### src/rtl/uart_pkg.sv
// Shared definitions for the UART transmit arbiter: FSM encoding, requester
// indices and the grant encoding helper.
package uart_pkg;

  localparam int CHAR_W = 8;

  localparam logic REQ_DEBUG   = 1'b0;
  localparam logic REQ_CONSOLE = 1'b1;

  typedef enum logic [1:0] {
    IDLE      = 2'd0,
    SEND      = 2'd1,
    WAIT_LOW  = 2'd2,
    WAIT_HIGH = 2'd3
  } state_t;

  function automatic logic [1:0] req_onehot(input logic idx);
    return idx ? 2'b10 : 2'b01;
  endfunction

endpackage

### src/rtl/uart_tx_arbiter_if.sv
// Requester strobes, FIFO status and transmitter handshake of the arbiter.
interface uart_tx_arbiter_if;
  import uart_pkg::*;

  logic              req0_valid;
  logic [CHAR_W-1:0] req0_char;
  logic              req1_valid;
  logic [CHAR_W-1:0] req1_char;
  logic              busy0;
  logic              busy1;
  logic              drop0;
  logic              drop1;
  logic              tx_ready;
  logic              tx_send;
  logic [CHAR_W-1:0] tx_data;
  logic [1:0]        grant;

  modport master (
    output req0_valid, req0_char, req1_valid, req1_char, tx_ready,
    input  busy0, busy1, drop0, drop1, tx_send, tx_data, grant
  );

  modport slave (
    input  req0_valid, req0_char, req1_valid, req1_char, tx_ready,
    output busy0, busy1, drop0, drop1, tx_send, tx_data, grant
  );

endinterface

### src/rtl/char_fifo.sv
// Per-requester character FIFO; a push into a full FIFO is still taken when
// the head is popped in the same cycle, otherwise it is dropped.
module char_fifo #(
  parameter int DEPTH  = 4,
  parameter int DATA_W = 8
) (
  input  logic              clk,
  input  logic              rst,
  input  logic              push,
  input  logic [DATA_W-1:0] din,
  input  logic              pop,
  output logic [DATA_W-1:0] head,
  output logic              empty,
  output logic              full,
  output logic              drop
);

  localparam int AW = $clog2(DEPTH);
  localparam logic [AW:0] FULL_CNT = (AW+1)'(DEPTH);

  logic [DATA_W-1:0] mem [DEPTH];
  logic [AW-1:0]     wr_ptr;
  logic [AW-1:0]     rd_ptr;
  logic [AW:0]       count;
  logic [AW:0]       count_nx;
  logic              full_q;
  logic              do_pop;
  logic              accept;

  assign do_pop = pop && (count != '0);
  assign accept = push && (!full_q || do_pop);

  always_comb begin
    count_nx = count;
    case ({accept, do_pop})
      2'b10:   count_nx = count + 1'b1;
      2'b01:   count_nx = count - 1'b1;
      default: count_nx = count;
    endcase
  end

  always_ff @(posedge clk or posedge rst) begin
    if (rst) begin
      wr_ptr <= '0;
      rd_ptr <= '0;
      count  <= '0;
      full_q <= 1'b0;
    end else begin
      if (accept) wr_ptr <= wr_ptr + 1'b1;
      if (do_pop) rd_ptr <= rd_ptr + 1'b1;
      count  <= count_nx;
      full_q <= (count_nx == FULL_CNT);
    end
  end

  // When full, the write lands on the slot being read out this cycle.
  always_ff @(posedge clk) begin
    if (accept) mem[wr_ptr] <= din;
  end

  assign head  = mem[rd_ptr];
  assign empty = (count == '0);
  assign full  = full_q;
  assign drop  = push && full_q && !do_pop;

endmodule

### src/rtl/uart_tx_arbiter.sv
// Two-requester UART transmit arbiter: per-requester FIFOs, round-robin with
// a line lock that holds the transmitter until NEWLINE or an idle timeout.
module uart_tx_arbiter
  import uart_pkg::*;
#(
  parameter int          DEPTH        = 4,
  parameter int          LOCK_TIMEOUT = 255,
  parameter logic [7:0]  NEWLINE      = 8'h0A,
  parameter int          ACK_TIMEOUT  = 16
) (
  input logic              clk,
  input logic              rst,
  uart_tx_arbiter_if.slave bus
);

  localparam int LT_W = $clog2(LOCK_TIMEOUT + 1);
  localparam int AT_W = $clog2(ACK_TIMEOUT + 1);
  localparam logic [LT_W-1:0] LT_LAST = LT_W'(LOCK_TIMEOUT - 1);
  localparam logic [AT_W-1:0] AT_LAST = AT_W'(ACK_TIMEOUT - 1);

  state_t            state_q;
  state_t            state_d;
  logic [CHAR_W-1:0] head_v [2];
  logic [1:0]        empty_v;
  logic [1:0]        full_v;
  logic [1:0]        drop_v;
  logic [1:0]        pop_v;
  logic [1:0]        elig;
  logic              sel;
  logic              take;
  logic [CHAR_W-1:0] pop_char;

  logic [CHAR_W-1:0] data_q;
  logic              owner_q;
  logic              prio_q;
  logic              lock_q;
  logic              lock_owner_q;
  logic [LT_W-1:0]   lock_tmr_q;
  logic [AT_W-1:0]   ack_tmr_q;

  char_fifo #(.DEPTH(DEPTH), .DATA_W(CHAR_W)) u_fifo0 (
    .clk   (clk),
    .rst   (rst),
    .push  (bus.req0_valid),
    .din   (bus.req0_char),
    .pop   (pop_v[REQ_DEBUG]),
    .head  (head_v[REQ_DEBUG]),
    .empty (empty_v[REQ_DEBUG]),
    .full  (full_v[REQ_DEBUG]),
    .drop  (drop_v[REQ_DEBUG])
  );

  char_fifo #(.DEPTH(DEPTH), .DATA_W(CHAR_W)) u_fifo1 (
    .clk   (clk),
    .rst   (rst),
    .push  (bus.req1_valid),
    .din   (bus.req1_char),
    .pop   (pop_v[REQ_CONSOLE]),
    .head  (head_v[REQ_CONSOLE]),
    .empty (empty_v[REQ_CONSOLE]),
    .full  (full_v[REQ_CONSOLE]),
    .drop  (drop_v[REQ_CONSOLE])
  );

  // A held lock narrows eligibility to its owner; otherwise prio_q breaks ties.
  always_comb begin
    elig[REQ_DEBUG]   = !empty_v[REQ_DEBUG]   && (!lock_q || lock_owner_q == REQ_DEBUG);
    elig[REQ_CONSOLE] = !empty_v[REQ_CONSOLE] && (!lock_q || lock_owner_q == REQ_CONSOLE);
    sel      = (elig == 2'b11) ? prio_q : elig[REQ_CONSOLE];
    take     = (state_q == IDLE) && bus.tx_ready && (elig != 2'b00);
    pop_v    = '0;
    pop_v[sel] = take;
    pop_char = head_v[sel];
  end

  always_comb begin
    state_d = state_q;
    unique case (state_q)
      IDLE:      if (take) state_d = SEND;
      SEND:      state_d = WAIT_LOW;
      WAIT_LOW:  begin
        if (!bus.tx_ready)           state_d = WAIT_HIGH;
        else if (ack_tmr_q == AT_LAST) state_d = IDLE;
      end
      WAIT_HIGH: if (bus.tx_ready) state_d = IDLE;
      default:   state_d = IDLE;
    endcase
  end

  always_ff @(posedge clk or posedge rst) begin
    if (rst) begin
      state_q   <= IDLE;
      ack_tmr_q <= '0;
    end else begin
      state_q   <= state_d;
      ack_tmr_q <= (state_q == WAIT_LOW) ? ack_tmr_q + 1'b1 : '0;
    end
  end

  always_ff @(posedge clk or posedge rst) begin
    if (rst) begin
      data_q       <= '0;
      owner_q      <= REQ_DEBUG;
      prio_q       <= REQ_DEBUG;
      lock_q       <= 1'b0;
      lock_owner_q <= REQ_DEBUG;
      lock_tmr_q   <= '0;
    end else if (take) begin
      data_q       <= pop_char;
      owner_q      <= sel;
      prio_q       <= ~sel;
      lock_q       <= (pop_char != NEWLINE);
      lock_owner_q <= sel;
      lock_tmr_q   <= '0;
    end else if (lock_q && state_q == IDLE && empty_v[lock_owner_q]) begin
      if (lock_tmr_q == LT_LAST) begin
        lock_q     <= 1'b0;
        lock_tmr_q <= '0;
      end else begin
        lock_tmr_q <= lock_tmr_q + 1'b1;
      end
    end
  end

  always_comb begin
    bus.grant = 2'b00;
    if (state_q != IDLE) bus.grant = req_onehot(owner_q);
    else if (lock_q)     bus.grant = req_onehot(lock_owner_q);
  end

  assign bus.tx_send = (state_q == SEND);
  assign bus.tx_data = data_q;
  assign bus.busy0   = full_v[REQ_DEBUG];
  assign bus.busy1   = full_v[REQ_CONSOLE];
  assign bus.drop0   = drop_v[REQ_DEBUG];
  assign bus.drop1   = drop_v[REQ_CONSOLE];

endmodule

### src/flat_wrapper.sv
// flat-port wrapper written by rule: the top's interface ports become plain ports
module uart_tx_arbiter_flat import uart_pkg::*;
#(
  parameter int          DEPTH        = 4,
  parameter int          LOCK_TIMEOUT = 255,
  parameter logic [7:0]  NEWLINE      = 8'h0A,
  parameter int          ACK_TIMEOUT  = 16
)
  (clk, rst, bus_req0_valid, bus_req0_char, bus_req1_valid, bus_req1_char, bus_tx_ready, bus_busy0, bus_busy1, bus_drop0, bus_drop1, bus_tx_send, bus_tx_data, bus_grant);
  uart_tx_arbiter_if bus_i ();
  input logic clk;
  input logic rst;
  input wire logic [$bits(bus_i.req0_valid)-1:0] bus_req0_valid;
  input wire logic [$bits(bus_i.req0_char)-1:0] bus_req0_char;
  input wire logic [$bits(bus_i.req1_valid)-1:0] bus_req1_valid;
  input wire logic [$bits(bus_i.req1_char)-1:0] bus_req1_char;
  input wire logic [$bits(bus_i.tx_ready)-1:0] bus_tx_ready;
  output wire logic [$bits(bus_i.busy0)-1:0] bus_busy0;
  output wire logic [$bits(bus_i.busy1)-1:0] bus_busy1;
  output wire logic [$bits(bus_i.drop0)-1:0] bus_drop0;
  output wire logic [$bits(bus_i.drop1)-1:0] bus_drop1;
  output wire logic [$bits(bus_i.tx_send)-1:0] bus_tx_send;
  output wire logic [$bits(bus_i.tx_data)-1:0] bus_tx_data;
  output wire logic [$bits(bus_i.grant)-1:0] bus_grant;
  assign bus_i.req0_valid = bus_req0_valid;
  assign bus_i.req0_char = bus_req0_char;
  assign bus_i.req1_valid = bus_req1_valid;
  assign bus_i.req1_char = bus_req1_char;
  assign bus_i.tx_ready = bus_tx_ready;
  assign bus_busy0 = bus_i.busy0;
  assign bus_busy1 = bus_i.busy1;
  assign bus_drop0 = bus_i.drop0;
  assign bus_drop1 = bus_i.drop1;
  assign bus_tx_send = bus_i.tx_send;
  assign bus_tx_data = bus_i.tx_data;
  assign bus_grant = bus_i.grant;
  uart_tx_arbiter #(.DEPTH(DEPTH), .LOCK_TIMEOUT(LOCK_TIMEOUT), .NEWLINE(NEWLINE), .ACK_TIMEOUT(ACK_TIMEOUT)) u_core (.clk(clk), .rst(rst), .bus(bus_i));
endmodule
### config.mk
export PLATFORM = sky130hd
export DESIGN_NAME = uart_tx_arbiter_flat
export DESIGN_NICKNAME = d
export VERILOG_FILES = /design/src/rtl/uart_pkg.sv /design/src/rtl/uart_tx_arbiter_if.sv /design/src/rtl/char_fifo.sv /design/src/rtl/uart_tx_arbiter.sv /design/src/flat_wrapper.sv
export SDC_FILE = /design/constraint.sdc
export NUM_CORES = 1
export LEC_CHECK = 0
export ABC_AREA = 1
export BUFFER_PORTS_ARGS = -buffer_cell sky130_fd_sc_hd__buf_2
export CAP_MARGIN = 40
export CORE_MARGIN = 10
export CORE_UTILIZATION = 49
export DETAILED_ROUTE_END_ITERATION = 6
export PLACE_DENSITY = 0.7
export SLEW_MARGIN = 20
export SYNTH_ARGS = -nofsm -noshare
export SYNTH_HDL_FRONTEND = slang
export SYNTH_HIERARCHICAL = 1
export SYNTH_SLANG_ARGS = --single-unit
### constraint.sdc
create_clock -name clk -period 2.9 [get_ports clk]
set_input_delay 0.29 -clock clk [delete_from_list [all_inputs] [get_ports clk]]
set_output_delay 0.29 -clock clk [all_outputs]
set_load 0.005 [all_outputs]
==> impl_metrics.py, run 1 <==
metrics = {
    "run_status": {
        "outcome": "finished, final reports clean",
    },
    "timing": {
        "timing.hold.ws_ns": 0.126,
        "setup-tns-final_ns": 0,
        "clock_skew_ns": 0.0157,
        "maxSlewViolCount": 0,
        "clock.fmax_mhz": 376,
        "hold_viol_final": 0,
        "fin_crit_sh_pct": 91.8,
        "tightest_slew_ns": 0.639,
        "fin_crit_ns": 2.66,
        "relSlewSlack_pct": 57.0,
        "finalSetupViolCount": 0,
        "rsz0062_at_grt": "no",
    },
    "place": {
        "portBuffers": 35,
        "place_area_um2": 5250,
        "post-dp-hpwl_um": 6820,
        "place.gp.congestion": 0.842,
    },
    "global_route": {
        "antenna_found_initial": 0,
        "grt_max_degree": 21,
        "grt_pass1_vias": 3308,
        "overflow": 0,
        "grt_first_pass_wirelength_um": 16000,
        "track_usage_pct": 13.8,
    },
    "synth": {
        "synth_edf_count": 64,
        "ys_seq_area_share_pct": 60.3,
        "yosys-top-cells-area": "edfxtp_1, dfrtp_1, nand2_1",
        "synth_most_common_cell": "nand2_1",
        "synth_commonest_cells": "nand2_1, edfxtp_1, nor2_1, inv_1, dfrtp_1",
        "synth_top_area_share_pct": 39.0,
        "synth_top_area_cell": "edfxtp_1",
        "synth_cell_types": 33,
        "ys.flop_type": "edfxtp_1",
        "ys_ff_latch": 106,
        "yosysWarnings": 6,
        "synthArstFlopShare_pct": 39.6,
        "syn_inst": 471,
        "synth_area_um2": 4930,
        "synth.avg_cell_area_um2": 10.5,
        "synth_fp_nets": 508,
    },
    "critical_path": {
        "startpoint": "u_core/u_fifo0/count[0]$_DFF_PP0_",
        "slowest_stage": "fa_1",
        "ff2ff_path_depth": 18,
        "cp-endpoint": "u_core/u_fifo0/full$_DFF_PP0_",
        "r2r_setup_slack_ns": 0.24,
        "crit_fanout": 7,
        "cp-start-kind": "flop",
        "path_class": "reg2reg",
        "crit_chain": "inv_1, nand2_2, inv_1, inv_1, nand2_1, o21ai_2, nand3_4, a21oi_2, nand2_4, nand2_4, nand2_8, ha_1, inv_1, fa_1, nand2_1, o21ai_0, nand2_1, a21oi_1",
        "cp_common_cell": "inv_1",
        "cp-end-kind": "flop",
        "r2r-start": "u_core/u_fifo0/count[0]$_DFF_PP0_",
        "slowest_delay_ns": 0.41,
        "required_ns": 3.16,
        "r2r-end": "u_core/u_fifo0/full$_DFF_PP0_",
        "cp.arrival_ns": 2.93,
    },
    "die": {
        "die_width_um": 120,
        "fp.dieH_um": 120,
        "core_area_um2": 9770,
        "fp.dieArea_um2": 14500,
        "start_util_pct": 50.4,
        "fp-row-count": 36,
        "pin_count": 36,
    },
    "route": {
        "drt.antenna.violating_nets": 0,
        "finalWirelength_um": 9520,
        "drc": 0,
        "wl_per_cell_um": 14.5,
        "dr.pass1.iters": 4,
        "drt_iter0_drc": 270,
        "dr_wl_met3_um": 386,
        "wl_met1_um": 4510,
        "wl_met2_um": 4430,
        "highest_layer": "met4",
        "via_count": 3298,
        "via_per_inst": 5.04,
    },
    "clock_network": {
        "clock_latency_ns": 0.38,
        "clockRootBuffer": "clkbuf_8",
        "clk_path_buf_depth": 2,
        "post-cts-setup-buffers": 0,
        "cts_sinks": 106,
        "clk_pin_slew_ns": 0.10,
        "htree_levels": 3,
        "cts_tree": "done",
        "tritoncts.num_buffers": 9,
    },
    "finish": {
        "fin_nets": 553,
        "antenna_cells": 0,
        "drive_gt1_share_pct": 17.5,
        "utilization_pct": 55.6,
        "stdcell_area_um2": 5430,
        "syn_to_final_growth_pct": 10.3,
    },
    "power": {
        "leakagePower_nw": 2.34,
        "ir_worst_vdd_v": 0.000468,
        "finalPower_mw": 5.32,
        "p_per_area_nw_per_um2": 979,
    },
    "worst_hold_path": {
        "worstHoldPathType": "in2reg",
    },
    "job": {
        "max_cap_violations": 0,
    },
}
[power breakdown]
group	switching [mW]	internal, mW	leakage (nW)
registers	0.326	2.04	1.11
clock network	0.500	0.338	0.0928
logic	1.38	0.738	1.13
total	2.21	3.11	2.34
[placed cells by master (no fill, tap or decap), types with 9 or more instances in the layout]
master	count
a21oi_1	9
buf_2	35
clkbuf_8	10
dfrtp_1	42
edfxtp_1	64
ha_1	14
inv_1	57
nand2_1	73
nand3_1	18
nor2_1	63
o21ai_0	36
o21ai_1	13
o22ai_1	17
[what timing repair did]
action / 4_1_cts / 5_1_grt
hold endpoints to repair: 28 / 0
setup endpoints to repair: 0 / 0
hold buffers: 1 / 0
resized for setup: 0 / 0
[sequential cells by signal (all words and copies together) (netlist names), 3 cells and up]
name                  count
u_core/u_fifo0/mem       32
u_core/lock_tmr_q         8
u_core/u_fifo1/count      3
u_core/bus.tx_data        8
u_core/u_fifo0/count      3
u_core/u_fifo1/mem       32
u_core/ack_tmr_q          5
[worst min path at each step]
stage                          start                                   end  slack [ns]  depth (start not counted)
floorplan                        rst     u_core/u_fifo0/count[0]$_DFF_PP0_        0.11                          1
global placement                 rst  u_core/u_fifo1/wr_ptr[0]$_DFFE_PP0P_        0.29                          2
detailed placement               rst     u_core/u_fifo1/count[2]$_DFF_PP0_        0.30                          2
CTS                 bus_req1_char[4]    u_core/u_fifo1/mem[0][4]$_DFFE_PP_        0.11                          1
global route        bus_req0_char[2]    u_core/u_fifo0/mem[3][2]$_DFFE_PP_        0.11                          1
finish              bus_req1_char[4]    u_core/u_fifo1/mem[1][4]$_DFFE_PP_        0.13                          1
[layout make-up]
type                    count  area (um^2)
multi-input cells         294         1640
clock inverters             6         40.0
well taps                 133          166
flip-flops and latches    106         2970
inverters                  63          244
fillers                   875         4340
repair buffers             42          238
clock buffers              10          138
[cell families (layout without fill, tap and decap cells)]
family / Yosys count / after routing / synth area share [%]
and+or+nand+nor: 189 / 189 / 18.3
DFF: 106 / 106 / 60.3
buffers and inverters: 71 / 121 / 6.50
adders and majority gates: 16 / 16 / 4.37
AOI/OAI and AO/OA: 82 / 82 / 9.29
xor gates and xnor gates: 7 / 7 / 1.24
[routing by layer]
| layer | global-route usage [%] | vias up |
|---|---|---|
| met3 | 3.44 | 16 |
| met2 | 21.4 | 59 |
| met1 | 17.8 | 1564 |
| met4 | 6.64 | 0 |
| li1 | - | 1659 |
| met5 | 0 | - |
[stage by stage]
step	std cells	setup slack, ns
floorplan	471	0.385
global placement	636	0.325
detailed placement	637	0.235
CTS	654	0.243
global route	654	0.0119
finish	654	0.237
[critical path, delay by kind of cell (launching register included)]
kind,cells,cell delay [ns]
AND/OR/NAND/NOR,8,0.76
adder cells (fa/ha/maj),2,0.61
AO/OA/AOI/OAI,4,0.46
flip-flops,1,0.38
buffers and inverters,4,0.34
No activity file was read; power rests on OpenSTA's default activity.
==> run 2: changes to the inputs <==
- CELL_PAD_IN_SITES_DETAIL_PLACEMENT: not set -> 0
- CELL_PAD_IN_SITES_GLOBAL_PLACEMENT: not set -> 1
- CORE_UTILIZATION: 49 -> 48
- PLACE_DENSITY: 0.7 -> 0.83
==> impl_metrics.py, run 2 (same netlist as run 1, synthesis figures left out) <==
metrics = {
    "worst_hold_path": {
        "worstHoldPathType": "in2reg",
    },
    "die": {
        "pin_count": 36,
        "fp-row-count": 36,
        "fp.dieArea_um2": 14700,
        "die_width_um": 121,
        "start_util_pct": 49.7,
        "fp.dieH_um": 121,
        "core_area_um2": 9910,
    },
    "place": {
        "place_area_um2": 5260,
        "place_ws_ns": 0.184,
        "post-dp-hpwl_um": 7010,
        "place.gp.congestion": 0.828,
        "portBuffers": 35,
        "dp.cells": 637,
    },
    "run_status": {
        "outcome": "finished, final reports clean",
    },
    "finish": {
        "stdcell_area_um2": 5530,
        "layout_commonest_cell": "nand2_1",
        "fillers": 887,
        "stdcell_count": 660,
        "multi_input_area_um2": 1650,
        "layout_common_cells": "nand2_1, edfxtp_1, nor2_1",
        "ff_latch_area_um2": 2970,
        "antenna_cells": 0,
        "utilization_pct": 55.8,
        "drive_gt1_share_pct": 18.4,
        "syn_to_final_growth_pct": 12.1,
        "reg.largest.list": "u_core/u_fifo0/mem x32, u_core/u_fifo1/mem x32",
        "fin_nets": 559,
    },
    "critical_path": {
        "cp-endpoint": "u_core/u_fifo0/full$_DFF_PP0_",
        "slowest_delay_ns": 0.49,
        "required_ns": 3.17,
        "crit_fanout": 6,
        "cp-end-kind": "flop",
        "critPathTopFamily": "adder cells",
        "cp_common_cell": "inv_1",
        "r2r-start": "u_core/u_fifo0/count[0]$_DFF_PP0_",
        "r2r_setup_slack_ns": 0.25,
        "startpoint": "u_core/u_fifo0/count[0]$_DFF_PP0_",
        "path_class": "reg2reg",
        "cp_num_buf_inv": 5,
        "cp-start-kind": "flop",
        "crit_chain": "inv_1, nand2_2, inv_1, inv_1, nand2_1, o21ai_2, nand3_4, a21oi_4, nand2_4, inv_1, ha_1, inv_1, fa_1, nand2_1, o21ai_2, nand2_1, a21oi_1",
        "r2r-end": "u_core/u_fifo0/full$_DFF_PP0_",
        "ff2ff_path_depth": 17,
        "cp.arrival_ns": 2.92,
        "worst-path-stages": 17,
        "slowest_stage": "fa_1",
    },
    "route": {
        "drt.antenna.violating_nets": 0,
        "wl_per_cell_um": 14.4,
        "drc": 0,
        "dr.pass1.iters": 4,
        "via_per_inst": 4.94,
        "finalWirelength_um": 9490,
        "drt_iter0_drc": 179,
        "via_count": 3263,
    },
    "power": {
        "ir_worst_vdd_v": 0.000417,
        "power_frac_comb_pct": 40.3,
        "finalPower_mw": 5.44,
        "p_per_area_nw_per_um2": 984,
        "p_seq_share_pct": 43.5,
        "p_sw_share_pct": 40.4,
        "internal-power_mw": 3.24,
        "p_clk_share_pct": 16.2,
        "switchingPower_mw": 2.20,
        "leakagePower_nw": 2.38,
    },
    "global_route": {
        "grt_pass1_vias": 3324,
        "overflow": 0,
        "antenna_found_initial": 0,
        "grt_first_pass_wirelength_um": 16000,
        "track_usage_pct": 13.6,
        "grt_max_degree": 19,
    },
    "timing": {
        "setup-tns-final_ns": 0,
        "timing.hold.ws_ns": 0.137,
        "hold_viol_final": 0,
        "tightest_slew_ns": 0.607,
        "rsz0062_at_grt": "no",
        "fin_crit_sh_pct": 91.3,
        "clock_skew_ns": 0.0107,
        "clock.fmax_mhz": 378,
        "finalSetupViolCount": 0,
        "layout_setup_ws_ns": 0.253,
        "relSlewSlack_pct": 59.5,
        "fin_crit_ns": 2.65,
        "maxSlewViolCount": 0,
    },
    "clock_network": {
        "cts_tree": "done",
        "clk_pin_slew_ns": 0.09,
        "clk_path_buf_depth": 2,
        "htree_levels": 3,
        "cts_sinks": 106,
        "tritoncts.num_buffers": 9,
        "clock_latency_ns": 0.36,
        "clockRootBuffer": "clkbuf_8",
    },
    "job": {
        "max_cap_violations": 0,
    },
}
run 2: layer usage:
metal	track usage, %	share of wire [%]
met1	17.0	46
met2	22.7	49
met3	3.12	3.1
met4	4.69	1.5
met5	0	0
run 2: repair_timing:
| item | in CTS | in global routing |
|---|---|---|
| gates resized for setup | 0 | 4 |
| endpoints found under the hold margin | 25 | 0 |
| endpoints found under the setup margin | 0 | 2 |
| buffers inserted | 0 | 6 |
| hold buffers | 1 | 0 |
run 2: how the worst min path moves through the flow:
| stage | from | endpoint | slack (ns) | cells past startpoint |
|---|---|---|---|---|
| 2_1_floorplan | rst | u_core/u_fifo0/count[0]$_DFF_PP0_ | 0.11 | 1 |
| 3_3_place_gp | rst | u_core/u_fifo1/full$_DFF_PP0_ | 0.29 | 2 |
| 3_5_place_dp | rst | u_core/u_fifo1/full$_DFF_PP0_ | 0.29 | 2 |
| 4_1_cts | bus_req1_char[0] | u_core/u_fifo1/mem[2][0]$_DFFE_PP_ | 0.12 | 1 |
| 5_1_grt | bus_req0_char[6] | u_core/u_fifo0/mem[2][6]$_DFFE_PP_ | 0.12 | 1 |
| 6_report | bus_req1_char[0] | u_core/u_fifo1/mem[2][0]$_DFFE_PP_ | 0.14 | 1 |
run 2: worst reg2reg max path, cell delays in order, from the launching register on:
cell and delay [ns]:
dfrtp_1 0.37, inv_1 0.09, nand2_2 0.10, inv_1 0.04, inv_1 0.13, nand2_1 0.10, o21ai_2 0.09, nand3_4 0.13
a21oi_4 0.18, nand2_4 0.09, inv_1 0.13, ha_1 0.19, inv_1 0.07, fa_1 0.49, nand2_1 0.06, o21ai_2 0.08
nand2_1 0.07, a21oi_1 0.15
run 2: cell type report:
cell class,count,area share [%]
clock buffer,13,3.26
clock inverter,3,0.340
inverter,63,4.41
multi-input combinational,294,29.8
sequential,106,53.8
tap,133,3.01
timing repair buffer,48,5.34
run 2: power groups by stage:
stage          combinational (mW)  sequential, mW  clock [mW]
2_1_floorplan                1.67            2.27           0
3_3_place_gp                 2.07            2.39           0
3_5_place_dp                 2.14            2.40           0
4_1_cts                      2.14            2.37       0.913
5_1_grt                      2.53            2.42       0.975
6_report                     2.19            2.37       0.883
